### src/rtl/fmul_pipe_pkg.sv
// fmul_pipe_pkg: shared defaults and rounding-mode encoding for the floating-point multiplier
package fmul_pipe_pkg;
  localparam int EXP_W_DEF = 8;
  localparam int MAN_W_DEF = 18;
  localparam int BIAS_DEF  = 127;
  typedef enum logic [0:0] {RND_TRUNC = 1'b0, RND_RNE = 1'b1} round_e;
endpackage

### src/rtl/fmul_pipe_normround.sv
// fmul_pipe_normround: normalise, round, range-check and pack a raw mantissa product
module fmul_pipe_normround
  import fmul_pipe_pkg::*;
#(
  parameter int EXP_W = EXP_W_DEF,
  parameter int MAN_W = MAN_W_DEF,
  parameter int ROUND = 1
) (
  input  logic                       i_sign,
  input  logic                       i_zero,
  input  logic [EXP_W+1:0]           i_exp,
  input  logic [2*MAN_W-1:0]         i_prod,
  output logic [EXP_W+MAN_W:0]       o_q,
  output logic                       o_uf,
  output logic                       o_of
);
  localparam int W  = 1 + EXP_W + MAN_W;
  localparam int EW = EXP_W + 2;
  localparam int PW = 2 * MAN_W;
  logic [PW-1:0]    w_n;
  logic [EW-1:0]    w_en;
  logic [EW-1:0]    w_er;
  logic [MAN_W:0]   w_mr;
  logic [MAN_W-1:0] w_m;
  logic             w_inc;
  always_comb begin
    w_n   = i_prod[PW-1] ? i_prod : i_prod << 1;
    w_en  = i_prod[PW-1] ? i_exp : i_exp - EW'(1);
    w_inc = (ROUND == int'(RND_RNE)) && w_n[MAN_W-1] && ((|w_n[MAN_W-2:0]) || w_n[MAN_W]);
    w_mr  = {1'b0, w_n[PW-1 -: MAN_W]} + {{MAN_W{1'b0}}, w_inc};
    // a carry out leaves the low bits zero, so shifting right yields 100..0
    w_m   = w_mr[MAN_W] ? w_mr[MAN_W:1] : w_mr[MAN_W-1:0];
    w_er  = w_en + {{(EW-1){1'b0}}, w_mr[MAN_W]};
    o_uf  = !i_zero && (w_er[EW-1] || w_er == '0);
    o_of  = !i_zero && !w_er[EW-1] && (|w_er[EW-2:EXP_W]);
    o_q   = (i_zero || o_uf) ? {i_sign, {(W-1){1'b0}}} :
            o_of ? {i_sign, {(W-1){1'b1}}} : {i_sign, w_er[EXP_W-1:0], w_m};
  end
endmodule

### src/rtl/fmul_pipe.sv
// fmul_pipe: valid/ready pipelined floating-point multiplier with tag passthrough
// and underflow/overflow flags; stage valids collapse bubbles under backpressure.
module fmul_pipe
  import fmul_pipe_pkg::*;
#(
  parameter int EXP_W  = EXP_W_DEF,
  parameter int MAN_W  = MAN_W_DEF,
  parameter int BIAS   = BIAS_DEF,
  parameter int STAGES = 3,
  parameter int ROUND  = 1,
  parameter int TAG_W  = 16
) (
  input  logic                   clk,
  input  logic                   rst_n,
  input  logic                   in_valid,
  output logic                   in_ready,
  input  logic [EXP_W+MAN_W:0]   input_a,
  input  logic [EXP_W+MAN_W:0]   input_b,
  input  logic [TAG_W-1:0]       in_tag,
  output logic                   out_valid,
  input  logic                   out_ready,
  output logic [EXP_W+MAN_W:0]   output_q,
  output logic [TAG_W-1:0]       out_tag,
  output logic                   underflow,
  output logic                   overflow
);
  localparam int W  = 1 + EXP_W + MAN_W;
  localparam int EW = EXP_W + 2;
  localparam int PW = 2 * MAN_W;
  logic [STAGES:1]   r_v;
  logic [STAGES:1]   w_ld;
  logic [STAGES:1]   w_vprev;
  logic              r_s1;
  logic              r_z1;
  logic [EXP_W-1:0]  r_ea;
  logic [EXP_W-1:0]  r_eb;
  logic [MAN_W-1:0]  r_ma;
  logic [MAN_W-1:0]  r_mb;
  logic [TAG_W-1:0]  r_t1;
  logic              r_sg [2:STAGES-1];
  logic              r_zr [2:STAGES-1];
  logic [EW-1:0]     r_e  [2:STAGES-1];
  logic [PW-1:0]     r_p  [2:STAGES-1];
  logic [TAG_W-1:0]  r_tg [2:STAGES-1];
  logic [W-1:0]      r_q;
  logic [TAG_W-1:0]  r_tag;
  logic              r_uf;
  logic              r_of;
  logic [W-1:0]      w_q;
  logic              w_uf;
  logic              w_of;
  // stage k can load when some stage at or after it is empty, or the consumer takes a result
  for (genvar k = 1; k <= STAGES; k++) begin : g_ld
    assign w_ld[k] = out_ready || !(&r_v[STAGES:k]);
  end
  assign w_vprev   = {r_v[STAGES-1:1], in_valid};
  assign in_ready  = w_ld[1];
  assign out_valid = r_v[STAGES];
  assign output_q  = r_q;
  assign out_tag   = r_tag;
  assign underflow = r_uf;
  assign overflow  = r_of;
  fmul_pipe_normround #(.EXP_W(EXP_W), .MAN_W(MAN_W), .ROUND(ROUND)) u_nr (
    .i_sign (r_sg[STAGES-1]),
    .i_zero (r_zr[STAGES-1]),
    .i_exp  (r_e[STAGES-1]),
    .i_prod (r_p[STAGES-1]),
    .o_q    (w_q),
    .o_uf   (w_uf),
    .o_of   (w_of)
  );
  always_ff @(posedge clk or negedge rst_n) begin
    if (!rst_n) begin
      r_v   <= '0;
      r_s1  <= 1'b0;
      r_z1  <= 1'b0;
      r_ea  <= '0;
      r_eb  <= '0;
      r_ma  <= '0;
      r_mb  <= '0;
      r_t1  <= '0;
      for (int k = 2; k < STAGES; k++) begin
        r_sg[k] <= 1'b0;
        r_zr[k] <= 1'b0;
        r_e[k]  <= '0;
        r_p[k]  <= '0;
        r_tg[k] <= '0;
      end
      r_q   <= '0;
      r_tag <= '0;
      r_uf  <= 1'b0;
      r_of  <= 1'b0;
    end else begin
      for (int k = 1; k <= STAGES; k++)
        if (w_ld[k]) r_v[k] <= w_vprev[k];
      if (w_ld[1] && in_valid) begin
        r_s1 <= input_a[W-1] ^ input_b[W-1];
        r_z1 <= (~|input_a[W-2 -: EXP_W]) | (~|input_b[W-2 -: EXP_W]);
        r_ea <= input_a[W-2 -: EXP_W];
        r_eb <= input_b[W-2 -: EXP_W];
        r_ma <= input_a[MAN_W-1:0];
        r_mb <= input_b[MAN_W-1:0];
        r_t1 <= in_tag;
      end
      if (w_ld[2] && r_v[1]) begin
        r_sg[2] <= r_s1;
        r_zr[2] <= r_z1;
        r_e[2]  <= EW'(r_ea) + EW'(r_eb) - EW'(BIAS);
        r_p[2]  <= PW'(r_ma) * PW'(r_mb);
        r_tg[2] <= r_t1;
      end
      for (int k = 3; k < STAGES; k++)
        if (w_ld[k] && r_v[k-1]) begin
          r_sg[k] <= r_sg[k-1];
          r_zr[k] <= r_zr[k-1];
          r_e[k]  <= r_e[k-1];
          r_p[k]  <= r_p[k-1];
          r_tg[k] <= r_tg[k-1];
        end
      if (w_ld[STAGES] && r_v[STAGES-1]) begin
        r_q   <= w_q;
        r_tag <= r_tg[STAGES-1];
        r_uf  <= w_uf;
        r_of  <= w_of;
      end
    end
  end
endmodule
### config.mk
export PLATFORM = sky130hd
export DESIGN_NAME = fmul_pipe
export DESIGN_NICKNAME = d
export VERILOG_FILES = /design/src/rtl/fmul_pipe_pkg.sv /design/src/rtl/fmul_pipe_normround.sv /design/src/rtl/fmul_pipe.sv
export SDC_FILE = /design/constraint.sdc
export NUM_CORES = 1
export LEC_CHECK = 0
export CAP_MARGIN = 25
export CORE_MARGIN = 3
export CORE_UTILIZATION = 65
export CTS_CLUSTER_SIZE = 30
export DETAILED_ROUTE_END_ITERATION = 8
export HOLD_SLACK_MARGIN = 0.05
export MAX_ROUTING_LAYER = met4
export PLACE_DENSITY = 0.88
export SLEW_MARGIN = 30
export SYNTH_ARGS = -nofsm -noshare
export SYNTH_HDL_FRONTEND = slang
export SYNTH_SLANG_ARGS = --single-unit
### constraint.sdc
create_clock -name clk -period 14.8 [get_ports clk]
set_clock_uncertainty 0.15 [all_clocks]
set_input_delay 1.48 -clock clk [delete_from_list [all_inputs] [get_ports clk]]
set_output_delay 1.48 -clock clk [all_outputs]
set_load 0.01 [all_outputs]
==> results of run 1 <==
-- cells in the final DEF, fill, tap and decap left out, types with 4 or more instances in the layout --
master / instances
sky130_fd_sc_hd__or4_1: 5
sky130_fd_sc_hd__a21oi_1: 52
sky130_fd_sc_hd__o21a_1: 5
sky130_fd_sc_hd__o21ai_0: 48
sky130_fd_sc_hd__nor2_1: 43
sky130_fd_sc_hd__xor2_1: 30
sky130_fd_sc_hd__and3_1: 6
sky130_fd_sc_hd__o31ai_1: 5
sky130_fd_sc_hd__a21o_1: 17
sky130_fd_sc_hd__nand3_1: 15
sky130_fd_sc_hd__and2_1: 144
sky130_fd_sc_hd__nand2b_1: 9
sky130_fd_sc_hd__nand2_1: 283
sky130_fd_sc_hd__o21bai_1: 6
sky130_fd_sc_hd__a31oi_1: 7
sky130_fd_sc_hd__clkdlybuf4s50_1: 119
sky130_fd_sc_hd__fa_1: 257
sky130_fd_sc_hd__nand4_1: 7
sky130_fd_sc_hd__nor2b_1: 9
sky130_fd_sc_hd__inv_12: 5
sky130_fd_sc_hd__o21ai_1: 27
sky130_fd_sc_hd__o2111ai_1: 4
sky130_fd_sc_hd__clkbuf_16: 17
sky130_fd_sc_hd__mux2_2: 114
sky130_fd_sc_hd__ha_1: 130
sky130_fd_sc_hd__clkinv_8: 4
sky130_fd_sc_hd__dfrtp_1: 182
sky130_fd_sc_hd__buf_4: 5
sky130_fd_sc_hd__mux2i_1: 16
sky130_fd_sc_hd__xnor2_1: 43
sky130_fd_sc_hd__nor3_1: 7
sky130_fd_sc_hd__inv_1: 331
sky130_fd_sc_hd__nor4_1: 10
sky130_fd_sc_hd__a211oi_1: 5
-- synthesized netlist by cell type (3+ instances only) --
master	count
sky130_fd_sc_hd__inv_1	331
sky130_fd_sc_hd__clkbuf_1	101
sky130_fd_sc_hd__o2111ai_1	4
sky130_fd_sc_hd__a21o_1	17
sky130_fd_sc_hd__dfrtp_1	182
sky130_fd_sc_hd__a211oi_1	5
sky130_fd_sc_hd__nor2_1	43
sky130_fd_sc_hd__buf_4	3
sky130_fd_sc_hd__mux2i_1	16
sky130_fd_sc_hd__nand4_1	7
sky130_fd_sc_hd__nand2b_1	9
sky130_fd_sc_hd__nor3_1	7
sky130_fd_sc_hd__and2_1	144
sky130_fd_sc_hd__a21oi_1	52
sky130_fd_sc_hd__fa_1	257
sky130_fd_sc_hd__o21ai_0	48
sky130_fd_sc_hd__o31ai_1	5
sky130_fd_sc_hd__and3_1	6
sky130_fd_sc_hd__or4_1	5
sky130_fd_sc_hd__ha_1	130
sky130_fd_sc_hd__mux2_2	114
sky130_fd_sc_hd__nor4_1	10
sky130_fd_sc_hd__o21ai_1	27
sky130_fd_sc_hd__or3_1	3
sky130_fd_sc_hd__xnor2_1	43
sky130_fd_sc_hd__or2_2	3
sky130_fd_sc_hd__buf_2	5
sky130_fd_sc_hd__o21bai_1	6
sky130_fd_sc_hd__xor2_1	30
sky130_fd_sc_hd__nand2_1	286
sky130_fd_sc_hd__nand3_1	15
sky130_fd_sc_hd__o21a_1	5
sky130_fd_sc_hd__nor2b_1	9
sky130_fd_sc_hd__a31oi_1	7
-- final cells by class --
cell class,instances,area share
flip-flops and latches,182,0.217
multi-input cells,1351,0.611
well taps,378,0.0225
clock buffers,17,0.0203
diodes,2,0.000238
inverters,331,0.0592
repair buffers,125,0.0591
clock inverters,15,0.0104
-- critical path, delay by kind of cell, from the launching register on --
| kind | cells | cell delay (ns) |
|---|---|---|
| AOI/OAI and AO/OA | 7 | 1.64 |
| adders and majority gates | 7 | 3.39 |
| buffers and inverters | 3 | 0.16 |
| DFF | 1 | 1.01 |
| and+or+nand+nor | 3 | 0.49 |
-- metal layers --
metal,share of wire,track usage,vias to the layer above
li1,-,-,6226
met1,0.38,0.403,6900
met2,0.48,0.515,690
met3,0.11,0.0982,136
met4,0.028,0.0923,0
met5,0,-,-
-- kinds of logic after synthesis --
logic type	count (synthesis)	synth area share
AO/OA/AOI/OAI	201	0.0653
flip-flops	182	0.239
adder cells (fa/ha/maj)	387	0.356
multiplexers	130	0.0759
buffers and inverters	441	0.0879
XOR/XNOR	73	0.0336
AND/OR/NAND/NOR	560	0.142
-- worst max path at each step --
stage | from | to
after floorplan | r_mb[9]$_DFFE_PN0P_ | r_p[34]$_DFFE_PN0P_
after global placement | r_mb[9]$_DFFE_PN0P_ | r_p[35]$_DFFE_PN0P_
after detailed placement | r_mb[9]$_DFFE_PN0P_ | r_p[35]$_DFFE_PN0P_
after CTS | r_mb[9]$_DFFE_PN0P_ | r_p[35]$_DFFE_PN0P_
after global routing | r_mb[11]$_DFFE_PN0P_ | r_p[35]$_DFFE_PN0P_
final | r_mb[11]$_DFFE_PN0P_ | r_p[35]$_DFFE_PN0P_
-- flip-flops by register name, summed over array words and instances (netlist names), 10 cells and up --
name      cells
r_tg         16
r_t1         16
r_mb         18
r_e          10
r_ma         18
r_p          36
output_q     27
out_tag      16
-- stage by stage --
| step | area (um2) | util | cells | worst slack (ns) |
|---|---|---|---|---|
| 2_1_floorplan | 19000 | - | 1974 | 8.56 |
| 3_3_place_gp | 20300 | 0.718 | 2367 | 8.18 |
| 3_5_place_dp | 20300 | 0.718 | 2367 | 8.04 |
| 4_1_cts | 21000 | 0.740 | 2399 | 8.00 |
| 5_1_grt | 21000 | 0.741 | 2401 | 7.47 |
| 6_report | 21000 | 0.741 | 2401 | 7.86 |
==> impl_metrics.ini, run 1 <==
[floorplanning]
initial_utilization = 0.672
row_count = 61
die-area_um2 = 31400
die_span_y_um = 177
boundaryPins = 121
core_um2 = 28300
die_w_um = 177

[global_route]
pin_count_of_the_biggest_net_entering_global_routing = 103
grt.total_usage = 0.323
antenna_found_initial = 2
first_global_vias = 15200
grt_overflow_total = 0
wire_length_of_the_first_global_routing_pass_mm = 77.1

[clocking]
clk_transition_reported_paths_ns = 0.10
insertion_delay_ns = 0.45
post_cts.repair.setup_buffers = 0
clk_root_buffer_cell = sky130_fd_sc_hd__clkbuf_16
cts_inserted_buffers = 17
cts_hold_buffers = 0
ctsLongestPathBuffers = 2
cts_htree_levels = 4
tritoncts = done
cts_repair_resize_count = 0
numClockSinks = 182

[worst_setup_path]
worstPathMaxFanout = 19
crit_arrival_ns = 7.13
critical-path-slowest-cell = sky130_fd_sc_hd__dfrtp_1
worst_setup_path_end_kind = register
timing.setup.critical_path_class = register to register
reg2reg_launch_point = r_mb[11]$_DFFE_PN0P_
r2r_slack_ns = 7.86
critPathLaunchType = register
r2r-end = r_p[35]$_DFFE_PN0P_
crit_chain = nand2_1, fa_1, inv_1, fa_1, fa_1, fa_1, fa_1, inv_1, fa_1, inv_1, ha_1, a21oi_1, o21ai_0, a21oi_1, o221ai_1, o21ai_0, nand3_1, a2111oi_0, nor3_1, o31ai_1
r2r_cells = 20
required_ns = 14.99
max_stage_delay_ns = 1.01
worst_path_most_repeated_cell = sky130_fd_sc_hd__fa_1

[final_layout]
final_net_count = 2469
syn_to_final_growth_pct = 10.4
n_fill_cell = 1812
post_route_cells_drive_above_1_share = 0.0826
multi_input_comb_area_um2 = 12800
regArea_um2 = 4550

[flow_run]
drv_cap = 0

[sta]
achievable_frequency_ghz = 0.144
tightestPinTransition_ns = 0.997
rsz0062_at_grt = no
fin_hold_ws_ns = 0.335
layout_worst_path_cycle_share = 0.469
sum_of_negative_setup_slack_ns = 0
final.min_clock_period_ns = 6.94
final_max_slew_viol_count = 0
finalHoldViolCount = 0
timing.slew.headroom = 0.335
final-setup-viol-count = 0

[yosys]
yosysSeqAreaShare = 0.239
synth_area_per_cell_um2 = 9.64
yosys_register_bits = 182
number_of_synthesized_flops_with_an_enable_pin = 0
synthesis.yosys.warnings = 0
synth_fp_nets = 2435
synthesis.area_um2 = 19000
synth_top_area_share = 0.270
post-synth-top-area-cell = sky130_fd_sc_hd__fa_1
postSynth.topFlopCell = sky130_fd_sc_hd__dfrtp_1
postSynth.asyncResetShare = 1.00
netlist_instances = 1974
synth.top_cells.by_area = sky130_fd_sc_hd__fa_1 (27%), sky130_fd_sc_hd__dfrtp_1 (24%), sky130_fd_sc_hd__ha_1 (8.6%)
synth_cell_types = 66

[route]
routed-via-count = 14000
dr.first_iter.drc_count = 1181
route.antenna.remaining_nets = 0
firstDrtPassIters = 5
wl_mm = 46.2
wl_per_cell_um = 19.2
post-route-drc-count = 0
routed_via_density = 5.81

[placed_design]
dp.final_hpwl_mm = 33.9
placer_s_final_routability_congestion_estimate = 0.965
buffer_ports.inserted = 120

[run_status]
outcome = finished clean

[min_path]
min_to = r_z1$_DFFE_PN0P_
hold_path_class = register to register
min_delay_path_depth = 2
worstHoldStart = r_z1$_DFFE_PN0P_
Power of run 1 is left out: the tool's default activity adds up to more than one toggle a clock period on the data nets, which glitch-free logic cannot reach.
==> run 2, diff against run 1 <==
Settings changed: CORE_UTILIZATION 65 to 62, PLACE_DENSITY 0.88 to 0.85.
Clock period 14.8 ns to 6.7 ns, I/O delays scaled along.
==> run 2 against run 1 <==
Utilization decreased by 3.2 points. Final cell count increased by 1.6%. Via count decreased by 1.0%. Fmax increased by 7.2%. Non-clock buffer count increased by 29. Global-route usage decreased by 2.3 points. Die area increased by 4.7%. Count of clock-buffer cells in the layout unchanged. Sequential share of layout area decreased by 0.11 points. Register-to-register slack got worse by 7.6 ns. First-iteration DRC count decreased by 0.25%. Critical path depth unchanged. Critical path type unchanged. Largest cell class unchanged.
==> impl_metrics.ini, run 2 (synthesized netlist as in run 1, its figures left out) <==
[floorplanning]
initial_utilization = 0.635
row_count = 63
boundaryPins = 121
die-area_um2 = 32800
die_span_y_um = 181
die_w_um = 181
core_um2 = 30000

[global_route]
grt_overflow_total = 0
first_global_vias = 14800
pin_count_of_the_biggest_net_entering_global_routing = 105
grt.total_usage = 0.300
wire_length_of_the_first_global_routing_pass_mm = 76.5
antenna_found_initial = 0

[worst_setup_path]
timing.setup.critical_path_class = register to register
critical-path-top-delay-family = adder cells
crit_arrival_ns = 6.70
critPathLaunchType = register
required_ns = 6.93
worst_path_most_repeated_cell = sky130_fd_sc_hd__fa_1
wp_buf_inv = 4
worst_setup_path_end_kind = register
max_stage_delay_ns = 0.59
critical-path-slowest-cell = sky130_fd_sc_hd__dfrtp_4
crit_chain = and2_1, fa_1, inv_1, fa_1, fa_1, fa_1, inv_1, fa_1, inv_1, fa_1, inv_1, ha_1, and4_1, nand2_1, o211a_1, o31a_1, o31ai_1, a221oi_1, xor2_1, o21ai_0
worstPathMaxFanout = 19
r2r_slack_ns = 0.23

[clocking]
tritoncts = done
clk_transition_reported_paths_ns = 0.09
cts_inserted_buffers = 17
clk_root_buffer_cell = sky130_fd_sc_hd__clkbuf_16
cts_htree_levels = 4
numClockSinks = 182
insertion_delay_ns = 0.47
ctsLongestPathBuffers = 2
cts_hold_buffers = 0

[sta]
achievable_frequency_ghz = 0.154
timing.slew.headroom = 0.425
tightestPinTransition_ns = 0.863
finalHoldViolCount = 0
post-route-worst-setup-slack_ns = 0.227
sum_of_negative_setup_slack_ns = 0
final_max_slew_viol_count = 0
rsz0062_at_grt = yes
final.min_clock_period_ns = 6.47
layout_worst_path_cycle_share = 0.966
final-setup-viol-count = 0

[final_layout]
syn_to_final_growth_pct = 11.7
layout_commonest_cell = sky130_fd_sc_hd__inv_1
post_route_cells_drive_above_1_share = 0.108
diodes = 0
final_net_count = 2498
instances_no_fill = 2440
max_flop_register = r_p
max_reg_flops = 36
layout_common_cells = sky130_fd_sc_hd__inv_1 (331), sky130_fd_sc_hd__nand2_1 (283), sky130_fd_sc_hd__fa_1 (257)

[placed_design]
buffer_ports.inserted = 120
placer_s_final_routability_congestion_estimate = 0.979
dp.cells = 2408
dp.final_hpwl_mm = 35.1
place_worst_setup_slack_ns = -0.0908

[route]
wl_per_cell_um = 18.6
route.antenna.remaining_nets = 0
firstDrtPassIters = 5
post-route-drc-count = 0
routed-via-count = 13800
wl_mm = 45.4
routed_via_density = 5.66
dr.first_iter.drc_count = 1178

[min_path]
hold_path_class = primary input to async pin

[run_status]
outcome = finished clean

[flow_run]
drv_cap = 0
-- run 2: area by class of cell --
class | count | area [um2]
Timing Repair Buffer | 154 | 1470
Tap cell | 390 | 488
Clock inverter | 15 | 211
Fill cell | 2111 | 8710
Inverter | 331 | 1240
Clock buffer | 17 | 425
Sequential cell | 182 | 4590
Multi-Input combinational cell | 1351 | 12800
-- run 2: path summary, 6_finish.rpt --
| kind | startpoint | endpoint | depth (start not counted) |
|---|---|---|---|
| min reg2reg | r_p[16]$_DFFE_PN0P_ | r_p[16]$_DFFE_PN0P_ | 2 |
| min | rst_n | r_tg[7]$_DFFE_PN0P_ | 1 |
| max reg2reg | r_ma[7]$_DFFE_PN0P_ | r_p[34]$_DFFE_PN0P_ | 20 |
| max | r_ma[7]$_DFFE_PN0P_ | r_p[34]$_DFFE_PN0P_ | 20 |
| min in group clk | r_p[16]$_DFFE_PN0P_ | r_p[16]$_DFFE_PN0P_ | 2 |
| max in group asynchronous | rst_n | r_p[7]$_DFFE_PN0P_ | 2 |
-- run 2: worst register-to-register path, delay by kind of cell, from the launching register on --
| kind | cells | cell delay (ns) |
|---|---|---|
| flops | 1 | 0.59 |
| buf+inv | 4 | 0.21 |
| simple gates | 3 | 0.52 |
| fa+ha+maj | 7 | 3.40 |
| xor+xnor | 1 | 0.17 |
| compound gates | 5 | 1.34 |
-- run 2: metrics by stage --
step           hold slack [ns]  utilization  area [um2]
6_report                 0.155        0.709       21200
5_1_grt                  0.235        0.709       21200
4_1_cts                  0.221        0.708       21200
3_5_place_dp             0.323        0.686       20600
3_3_place_gp             0.313        0.686       20600
2_1_floorplan            0.224            -       19000
-- run 2: repair_timing --
action | CTS | global route
endpoints found under the setup margin | 2 | 12
gates resized for setup | 2 | 26
buffers inserted | 0 | 0
-- run 2: routing by layer --
layer / GRT usage / part of all wire / wire length, um / vias up
met3: 0.0817 / 0.096 / 4340 / 103
met4: 0.0838 / 0.028 / 1250 / 0
met5: - / 0 / 0 / -
li1: - / - / - / 6293
met1: 0.395 / 0.41 / 18600 / 6771
met2: 0.462 / 0.47 / 21200 / 639
Power of run 2 is left out for the same reason.
==> run 3, diff against run 2 <==
Settings changed: CAP_MARGIN 25 to 10.
==> results of run 3 <==
Same layout as run 2: the final DEF is identical, and so are final timing and power.
Power of run 3 is left out for the same reason.
==> RTL edit 1, RTL diff (config.mk and constraints of run 1) <==
Register the output `underflow` once more, cleared by the reset; this adds one clock of latency there. The other outputs are not delayed to match.
--- a/src/rtl/fmul_pipe.sv
+++ b/src/rtl/fmul_pipe.sv
@@ -60,3 +60,9 @@
   assign out_tag   = r_tag;
-  assign underflow = r_uf;
+  always_ff @(posedge clk or negedge rst_n) begin
+    if (!rst_n) begin
+      underflow <= '0;
+    end else begin
+      underflow <= r_uf;
+    end
+  end
   assign overflow  = r_of;
Check against the original RTL: not equivalent (Yosys sat finds a counterexample within 4 cycles, from zero or initial values and one cycle with rst_n low).
==> RTL edit 1 against run 1 <==
Synthesized cell count rose by 3.6%. Critical path type unchanged. Sequential cell count rose by 1. Routed wire length fell by 0.11%. Final cell count rose by 2.8%. Area after synthesis rose by 1.3%. Highest routed layer unchanged. Worst setup slack improved by 0.18 ns. Design area rose by 0.60%.
Power is left out: the tool's default activity adds up to more than one toggle a clock period on the data nets, which glitch-free logic cannot reach.
==> RTL edit 1: results (changes against run 1) <==
metric,value,unit,change
outcome,finished clean,,unchanged
layout cells sized above 1,7.866,%,was 8.263%
I/O Buffers,120,,unchanged
number of diodes,0,,was 2
Placer Congestion,0.9361,,was 0.9653
R2R cell count,18,,was 20
crit-path max FO,19,,unchanged
detailed placement HPWL,33.91,mm,was 33.88 mm
Synth top area share,26.71,%,was 27.05%
final WL,46.16,mm,was 46.22 mm
Crit path largest cell delay,0.91,ns,was 1.01 ns
fill cell instance count of the final layout,1977,,"was 1,812"
CP Class,reg -> reg,,unchanged
synth cell count leaders,"nand2_1 (355), inv_1 (311), fa_1 (257)",,"was inv_1 (331), nand2_1 (286), fa_1 (257)"
pin count of the biggest net entering global routing,105,,was 103
Yosys Warn Count,0,,unchanged
cts bufs inserted,17,,unchanged
top_reg_cell synth,dfrtp_1,,unchanged
worst reg2reg endpoint,r_p[33]$_DFFE_PN0P_,,was r_p[35]$_DFFE_PN0P_
Worst-Margin Slew,0.9163,ns,was 0.9974 ns
drt via density,5.853,,was 5.811
Iter 0 DRT Violations,1561,,"was 1,181"
min-delay worst type,reg -> reg,,unchanged
cell at the root of the clock tree,clkbuf_16,,unchanged
Top reg by flops,r_p,,unchanged
worst setup margin,8.045,ns,was 7.864 ns
sequential fraction of the synthesis area,23.78,%,was 23.94%
Worst Setup SP,r_mb[4]$_DFFE_PN0P_,,was r_mb[11]$_DFFE_PN0P_
antenna violations before repair,0,,was 2
Crit path arrival time,6.98,ns,was 7.13 ns
first-pass GRT wire length,76.65,mm,was 77.06 mm
CTS resizes,0,,unchanged
slowest cell on the critical path,dfrtp_1,,unchanged
Post-Syn Nets,2506,,"was 2,435"
vias in the first global route,15270,,was 15.15k
pre-CTS setup slack,8.245,ns,was 8.037 ns
Yosys cell types,67,,was 66
All-Layer GR Usage,31.39,%,was 32.27%
drt first pass iters,8,,was 5
synth top area cells,"fa_1 (27%), dfrtp_1 (24%), ha_1 (8.4%)",,"was fa_1 (27%), dfrtp_1 (24%), ha_1 (8.6%)"
Clock Pin Slew Worst Setup and Hold Paths,0.08,ns,was 0.10 ns
"Clk Latency, worst-skew pair",0.45,ns,about the same
==> RTL edit 1: cell count changes after synthesis, sizes merged, moves of 8 or more <==
cell	run 1	this run
nand2	286	355
mux2	114	91
inv	331	311
nor3	8	24
and2	144	153
clkbuf	101	109
xnor2	43	35
==> RTL edit 1: layout make-up <==
cell class              count  area [um2]  share of cell area [%]
inverters                 312        1171                   5.546
multi-input cells        1432       13040                   61.74
well taps                 384       480.5                   2.275
clock inverters            14       160.2                  0.7584
clock buffers              17       425.4                   2.015
flip-flops and latches    183        4579                   21.69
repair buffers            127        1262                   5.979
==> RTL edit 1: cells by family after synthesis <==
group / count (synthesis) / share of synthesized area (%)
and+or+nand+nor: 675 / 16.82
xor gates and xnor gates: 58 / 2.638
muxes: 102 / 5.892
buffers and inverters: 430 / 8.627
AOI/OAI and AO/OA: 210 / 7.088
adders and majority gates: 387 / 35.16
DFF: 183 / 23.78
==> RTL edit 1: worst min-delay path by stage <==
stage	start	end	slack, ns	cells after the start
after floorplan	r_uf$_DFFE_PN0P_	underflow$_DFF_PN0_	0.20	0
after global placement	r_uf$_DFFE_PN0P_	underflow$_DFF_PN0_	0.23	0
after detailed placement	r_uf$_DFFE_PN0P_	underflow$_DFF_PN0_	0.23	0
after CTS	r_uf$_DFFE_PN0P_	underflow$_DFF_PN0_	0.26	0
after global routing	r_uf$_DFFE_PN0P_	underflow$_DFF_PN0_	0.26	0
final	r_uf$_DFFE_PN0P_	underflow$_DFF_PN0_	0.25	0
==> RTL edit 1: metal layers <==
layer | up-vias | part of all wire (%) | GRT usage [%]
met2 | 705 | 48 | 50.12
met3 | 143 | 8.2 | 5.619
met4 | 0 | 2.7 | 8.966
li1 | 6471 | - | -
met5 | - | 0 | -
met1 | 7132 | 41 | 41.71
==> RTL edit 1: stage by stage <==
step                cells  utilization, %
CTS                  2469           72.92
detailed placement   2438           70.90
finish               2469           72.98
global route         2469           72.98
floorplan            2045               -
global placement     2438           70.90
==> RTL edit 2, RTL diff (flow settings as in run 1) <==
Without the edit above. `ROUND` is set to 1 in 2 places; all go to 0.
--- a/src/rtl/fmul_pipe_normround.sv
+++ b/src/rtl/fmul_pipe_normround.sv
@@ -6,3 +6,3 @@
   parameter int MAN_W = MAN_W_DEF,
-  parameter int ROUND = 1
+  parameter int ROUND = 0
 ) (
--- a/src/rtl/fmul_pipe.sv
+++ b/src/rtl/fmul_pipe.sv
@@ -9,3 +9,3 @@
   parameter int STAGES = 3,
-  parameter int ROUND  = 1,
+  parameter int ROUND  = 0,
   parameter int TAG_W  = 16
Function: changed (a bounded check fails within 4 cycles, from zero or initial values and one cycle with rst_n low).
==> RTL edit 2 against run 1 <==
Global-route usage is 1.4 points lower. Area after synthesis is 10% lower. Critical endpoint is now r_p[29]$_DFFE_PN0P_. Sequential cell count is 17 lower. Non-clock buffer count is 1 higher. First-iteration DRC count is 25% lower. Routed wire length is 12% lower. Largest cell class unchanged. Design area is 10% lower. Highest routed layer unchanged. Worst setup slack better by 0.15 ns. Via count is 12% lower.
Power is not shown: default switching activity piles up to over one toggle a cycle in this logic, so the estimate is an artifact.
==> RTL edit 2: results (changes against run 1) <==
metric,value,unit,change
Worst Setup SP,r_mb[5]$_DFFE_PN0P_,,was r_mb[11]$_DFFE_PN0P_
Clock Pin Slew Worst Setup and Hold Paths,0.08,ns,was 0.10 ns
via count,12250,,was 13.95k
synth top area cells,"fa_1 (30%), dfrtp_1 (24%), ha_1 (9.0%)",,"was fa_1 (27%), dfrtp_1 (24%), ha_1 (8.6%)"
first-pass GRT wire length,67.63,mm,was 77.06 mm
outcome,finished clean,,unchanged
worst reg2reg endpoint,r_p[29]$_DFFE_PN0P_,,was r_p[35]$_DFFE_PN0P_
sequential fraction of the synthesis area,24.19,%,was 23.94%
synth cell count leaders,"nand2_1 (305), inv_1 (286), fa_1 (255)",,"was inv_1 (331), nand2_1 (286), fa_1 (257)"
startpoint of the worst hold path,r_t1[3]$_DFFE_PN0P_,,was r_z1$_DFFE_PN0P_
met2 Usage GRT,52.96,%,was 51.51%
layout cells sized above 1,7.649,%,was 8.263%
drt wl/cell,19.37,um,was 19.25 um
R2R cell count,17,,was 20
fill cell instance count of the final layout,1699,,"was 1,812"
Yosys cell types,61,,was 66
Placer Congestion,0.9369,,was 0.9653
pin count of the biggest net entering global routing,95,,was 103
r2r setup slk,8.01,ns,was 7.86 ns
GR Util met1,36.33,%,was 40.26%
Crit path arrival time,6.95,ns,was 7.13 ns
antenna violations before repair,1,,was 2
All-Layer GR Usage,30.91,%,was 32.27%
fmax,0.1473,GHz,was 0.1442 GHz
vias in the first global route,13810,,was 15.15k
max reg flops,27,,was 36
detailed placement HPWL,29.59,mm,was 33.88 mm
fin nets,2206,,"was 2,469"
Worst-Margin Slew,0.8802,ns,was 0.9974 ns
Hold EP,r_tg[3]$_DFFE_PN0P_,,was r_z1$_DFFE_PN0P_
H-tree depth,4,,unchanged
Iter 0 DRT Violations,891,,"was 1,181"
RTL edit 2: cell types whose count changed after synthesis, moves of 17 or more:
cell     change
a22o_1      +25
a21oi_1     -27
mux2_2      -27
dfrtp_1     -17
nand2_1     +19
xor2_1      -19
inv_1       -45
o21ai_1     -27
nor2_1      -32
xnor2_1     -23
RTL edit 2: kinds of logic (layout without fill, tap and decap cells):
family	count (synthesis)	in the layout	synth area share (%)
AOI/OAI and AO/OA	136	136	5.454
xor gates and xnor gates	31	31	1.591
adders and majority gates	378	378	38.92
buffers and inverters	385	442	8.884
DFF	165	165	24.19
muxes	104	104	6.737
other	0	1	0
and+or+nand+nor	509	509	14.22
RTL edit 2: metal layers:
metal  up-vias  wire [um]
met1      6217      15160
li1       5377          -
met2       524      21370
met4         0       1726
met3       135       2355
met5         -          0
RTL edit 2: per-stage QoR:
| stage | hold slack [ns] | std cells | utilization [%] | cell area [um2] | setup slack [ns] |
|---|---|---|---|---|---|
| floorplan | 0.2831 | 1708 | - | 17070 | 8.769 |
| global placement | 0.2923 | 2063 | 71.78 | 18280 | 8.484 |
| detailed placement | 0.2989 | 2064 | 71.84 | 18300 | 8.133 |
| CTS | 0.3150 | 2094 | 74.05 | 18860 | 8.123 |
| global route | 0.3442 | 2096 | 74.18 | 18900 | 7.765 |
| finish | 0.3137 | 2096 | 74.18 | 18900 | 8.010 |
RTL edit 2: cell type report:
cell class | instances | area share (%)
inverters | 286 | 5.681
diodes | 1 | 0.01324
clock buffers | 19 | 2.344
clock inverters | 11 | 0.6357
flip-flops and latches | 165 | 21.85
multi-input cells | 1158 | 60.58
repair buffers | 126 | 6.708
well taps | 330 | 2.185
RTL edit 2: worst max-delay path, cell delays in order, from the launching register on:
cell	delay, ns
dfrtp_1	0.91
nand2_1	0.17
fa_1	0.52
fa_1	0.52
fa_1	0.51
inv_1	0.06
fa_1	0.48
fa_1	0.49
inv_1	0.05
fa_1	0.49
inv_1	0.05
ha_1	0.28
a21oi_1	0.19
a21boi_0	0.26
o21ai_0	0.28
a211oi_1	0.64
a211oi_1	0.21
o311ai_0	0.39
